--- config.mk ---
export PLATFORM = sky130hd
export DESIGN_NAME = muldiv_unit
export DESIGN_NICKNAME = d
export VERILOG_FILES = /design/src/rtl/muldiv_unit.sv
export SDC_FILE = /design/constraint.sdc
export NUM_CORES = 1
export LEC_CHECK = 0
export CAP_MARGIN = 10
export CORE_MARGIN = 8
export CORE_UTILIZATION = 59
export CTS_CLUSTER_SIZE = 24
export DETAILED_ROUTE_END_ITERATION = 8
export PLACE_DENSITY = 0.81
export RECOVER_POWER = 25
export SETUP_SLACK_MARGIN = 0.15
export SLEW_MARGIN = 20
export SYNTH_ARGS = -nofsm -noshare
export SYNTH_HDL_FRONTEND = slang
export SYNTH_SLANG_ARGS = --single-unit
--- constraint.sdc ---
create_clock -name clk -period 10 [get_ports clk]
set_input_delay 3 -clock clk [delete_from_list [all_inputs] [get_ports clk]]
set_output_delay 3 -clock clk [all_outputs]
set_load 0.05 [all_outputs]
--- src/rtl/muldiv_unit.sv ---
// muldiv_unit: iterative RV32M multiply/divide, 34 cycles per operation, registered writeback request.
module muldiv_unit (
  input  logic        clk,
  input  logic        rst_n,
  input  logic        start,
  input  logic [2:0]  funct3,
  input  logic [31:0] rs1_val,
  input  logic [31:0] rs2_val,
  input  logic [4:0]  rd,
  output logic        busy,
  output logic        done,
  output logic [31:0] result,
  output logic [4:0]  wb_addr,
  output logic        wb_we
);
  typedef enum logic [1:0] {IDLE, CALC, FIX, DONE} state_t;
  state_t st, st_n;
  logic [4:0] cnt, rd_q;
  logic [2:0] f_q;
  logic [31:0] a_q, b_q, a_orig, rem_q, a_mag, b_mag, fix_val, quo, rmd;
  logic [63:0] acc, prod;
  logic [32:0] t, rs, diff;
  logic sa, sb, neg_q, neg_r, div0, ovf;
  assign wb_addr = rd_q;
  always_comb begin
    sa = (funct3[2] ? ~funct3[0] : funct3[1:0] != 2'b11) & rs1_val[31];
    sb = (funct3[2] ? ~funct3[0] : ~funct3[1]) & rs2_val[31];
    a_mag = sa ? -rs1_val : rs1_val;
    b_mag = sb ? -rs2_val : rs2_val;
    t = {1'b0, acc[63:32]} + (acc[0] ? {1'b0, a_q} : 33'd0);
    rs = {rem_q, acc[31]};
    diff = rs - {1'b0, b_q};
    prod = neg_q ? -acc : acc;
    quo = neg_q ? -acc[31:0] : acc[31:0];
    rmd = neg_r ? -rem_q : rem_q;
    fix_val = !f_q[2] ? (f_q[1:0] == 2'b00 ? prod[31:0] : prod[63:32])
            : div0 ? (f_q[1] ? a_orig : 32'hFFFF_FFFF)
            : ovf ? (f_q[1] ? 32'd0 : 32'h8000_0000)
            : f_q[1] ? rmd : quo;
    st_n = (st == IDLE && start) ? CALC
         : (st == CALC && cnt == 5'd31) ? FIX
         : (st == FIX) ? DONE
         : (st == DONE) ? IDLE : st;
  end
  always_ff @(posedge clk or negedge rst_n)
    if (!rst_n) st <= IDLE;
    else st <= st_n;
  always_ff @(posedge clk or negedge rst_n) begin
    if (!rst_n) begin
      {busy, done, wb_we, neg_q, neg_r, div0, ovf} <= '0;
      {cnt, rd_q, f_q} <= '0;
      {a_q, b_q, a_orig, rem_q, result} <= '0;
      acc <= '0;
    end else begin
      busy <= st_n != IDLE;
      done <= st_n == DONE;
      wb_we <= st_n == DONE && rd_q != 5'd0;
      if (st == IDLE && start) begin
        f_q <= funct3;
        rd_q <= rd;
        a_orig <= rs1_val;
        a_q <= a_mag;
        b_q <= b_mag;
        neg_q <= sa ^ sb;
        neg_r <= sa;
        div0 <= rs2_val == 32'd0;
        ovf <= funct3[2] & ~funct3[0] & rs1_val == 32'h8000_0000 & rs2_val == 32'hFFFF_FFFF;
        acc <= {32'd0, funct3[2] ? a_mag : b_mag};
        rem_q <= '0;
        cnt <= '0;
      end else if (st == CALC) begin
        cnt <= cnt + 5'd1;
        if (f_q[2]) begin
          rem_q <= diff[32] ? rs[31:0] : diff[31:0];
          acc <= {acc[63:32], acc[30:0], ~diff[32]};
        end else acc <= {t, acc[31:1]};
      end else if (st == FIX) result <= fix_val;
    end
  end
endmodule
==> metrics <==
Synthesis Warnings 0; Post-Syn Nets 2456; hpwl dp 50.1 mm; full die area 37000 um^2; initial antenna violation count 1; max frequency 0.159 GHz; Vias approximately 18000; Die Ht 192 um; CP max stage delay 2880 ps; WL final between 60 and 70 mm; async set-reset flop share out of synthesis 1.00; # Max-Cap Violations 3; combinational fraction of design power 0.546; Synth area leader dfrtp_1; Seq/Total Area, Yosys 0.334; maximum vdd drop 175 uV; Final ANT Viol Nets 0; Fin Setup TNS 0 ps; Int Pwr between 0.003 and 0.004 W; final net count 2484; status finished with violations; post-CTS setup buffers 0; fraction of layout cells with a size suffix above 1 0.0438; critical path type in2async; grt total ovfl 0; count of state elements after synthesis 245; worst-margin pin slew 4210 ps; area delta synth->final 12.2%; CP max FO 75; CTS Buf Count 29; min-delay worst type reg2reg; Max Root-Sink Buffers 3; part of the power in registers 0.293; clk_lat worst skew 580 ps; failing checks max-capacitance violations, max-slew violations; Sw Ratio 0.499; number of hold buffers added after cts 0; min Tclk post-route 6290 ps; critical path arrival ~6000 ps; Distinct cells, synth 75; crit path launch type input port; Post-synth EDFFs 0; Main synth FF type dfrtp_1; Setup Viol. Count Final 0; Final Wtd Congestion 1.01; skew final 12.1 ps; clock sink total 245; PortBufs 114; cell area after synthesis 18400 um^2; critical path cell sequence clkbuf_1; Die W ~190 um; Top-Level Pins 115; drt pass-1 iters 6; syn avg cell area 7.97 um^2; DRC errors left 0; period utilization 0.629; vias in the first global route 16900; Max-slew headroom -1.80; CTS HTree Levels 1; GRT Resource Usage Total 0.353; post-synthesis cell count 2304; synth top area cells dfrtp_1 (33%), nand2_1 (8.4%), o21ai_0 (8.2%), ha_1 (5.1%), xor2_1 (5.1%); WP buf/inv 1; PwrDens 339 nW/um^2; crit end category asynchronous set/reset pin; clk root buf clkbuf_16; Psw between 0.003 and 0.004 W; row count 64; post-CTS sizing 0; clock power share 0.161; CP top delay family buffers and inverters; drt wl/cell 24.0 um; Final Max Tran Viols 165; commonest non-fill, non-tap cell in the layout nand2_1; area share of the largest cell type after synthesis 0.334; first-pass GRT wire length 101 mm; CORE AREA 30600 um^2; Clk pin slew, worst setup/hold paths roughly 60 ps; worst path required time 9700 ps; Place WS roughly 3700 ps; leakage dissipation 8.91 nW; DR vias/cell around 6.6; Slowest cell on crit path clkbuf_1; largest net degree at the start of global routing about 170; n_diodes 0; final count of hold timing violations 0; Initial Util 0.600; DRT iter0 DRCs 2257; most frequent cells in the layout nand2_1 (411), o21ai_0 (300), dfrtp_1 (242); RSZ-0062 raised after global routing false; CTS tree done; Final WS setup ~3700 ps
[layer usage]
layer	global-route usage	vias to the layer above	routed length, um	part of all wire
li1	-	8270	-	-
met1	0.472	8618	26500	0.40
met2	0.538	1024	28800	0.44
met3	0.0567	186	6230	0.094
met4	0.201	0	4550	0.069
met5	0	-	0	0
[power groups by stage]
| stage | Sequential (W) | Clock, W | Combinational [W] |
|---|---|---|---|
| 2_1_floorplan | 0.00182 | 0 | 0.00270 |
| 3_3_place_gp | 0.00202 | 0 | 0.00363 |
| 3_5_place_dp | 0.00203 | 0 | 0.00372 |
| 4_1_cts | 0.00202 | 0.00113 | 0.00374 |
| 5_1_grt | 0.00208 | 0.00117 | 0.00417 |
| 6_report | 0.00205 | 0.00113 | 0.00382 |
[synthesized netlist by cell type, drive strengths merged, types with 41 or more instances]
master  count
xnor2      89
inv        70
clkbuf    105
nand2     411
dfrtp     245
o21ai     304
and2       43
o211ai     45
ha         75
xor2      107
o31ai      41
nor2      128
a21oi     136
mux2i      64
[sequential cells by signal (all words and copies together), names as in the netlist, 2 cells and up]
name and cells:
f_q 3, result 32, a_q 32, acc 64
st 2, b_q 32, cnt 5, rem_q 32
wb_addr 5, a_orig 31
[kinds of logic (layout without fill, tap and decap cells)]
group	count (synthesis)	in the layout	share of synthesized area
compound gates	719	719	0.240
buf+inv	203	252	0.0417
xor+xnor	196	196	0.0935
simple gates	793	793	0.198
flops	245	245	0.334
mux	71	71	0.0392
fa+ha+maj	77	77	0.0533
[metrics by stage]
stage	power, W	cells	instance area, um^2	hold WS, ps	util
final	0.00699	2749	20600	475	0.673
after global routing	0.00742	2749	20600	511	0.673
after CTS	0.00690	2749	20700	479	0.675
after detailed placement	0.00575	2697	19600	459	0.642
after global placement	0.00565	2697	19600	453	0.642
after floorplan	0.00452	2304	18400	438	-
[path summary, 6_finish.rpt]
kind	depth (start not counted)	slack, ps	start	end
worst max-delay path	1	3710	rst_n	wb_addr[1]
worst min-delay path	2	480	a_q[4]	a_q[4]
worst max register to register	13	5620	acc[31]	rem_q[1]
max in group clk	6	4040	start	rem_q[30]
worst min register to register	2	480	a_q[4]	a_q[4]
min in group asynchronous	1	3890	rst_n	acc[46]
[layout make-up]
cell class                      instances  area, um^2
Clock buffer                           40         817
Clock inverter                         12         191
Fill cell                            2581        9990
Inverter                               70         263
Multi-Input combinational cell       1856       11400
Sequential cell                       245        6130
Tap cell                              396         495
Timing Repair Buffer                  130        1260
No activity file was read; power rests on OpenSTA's default activity.
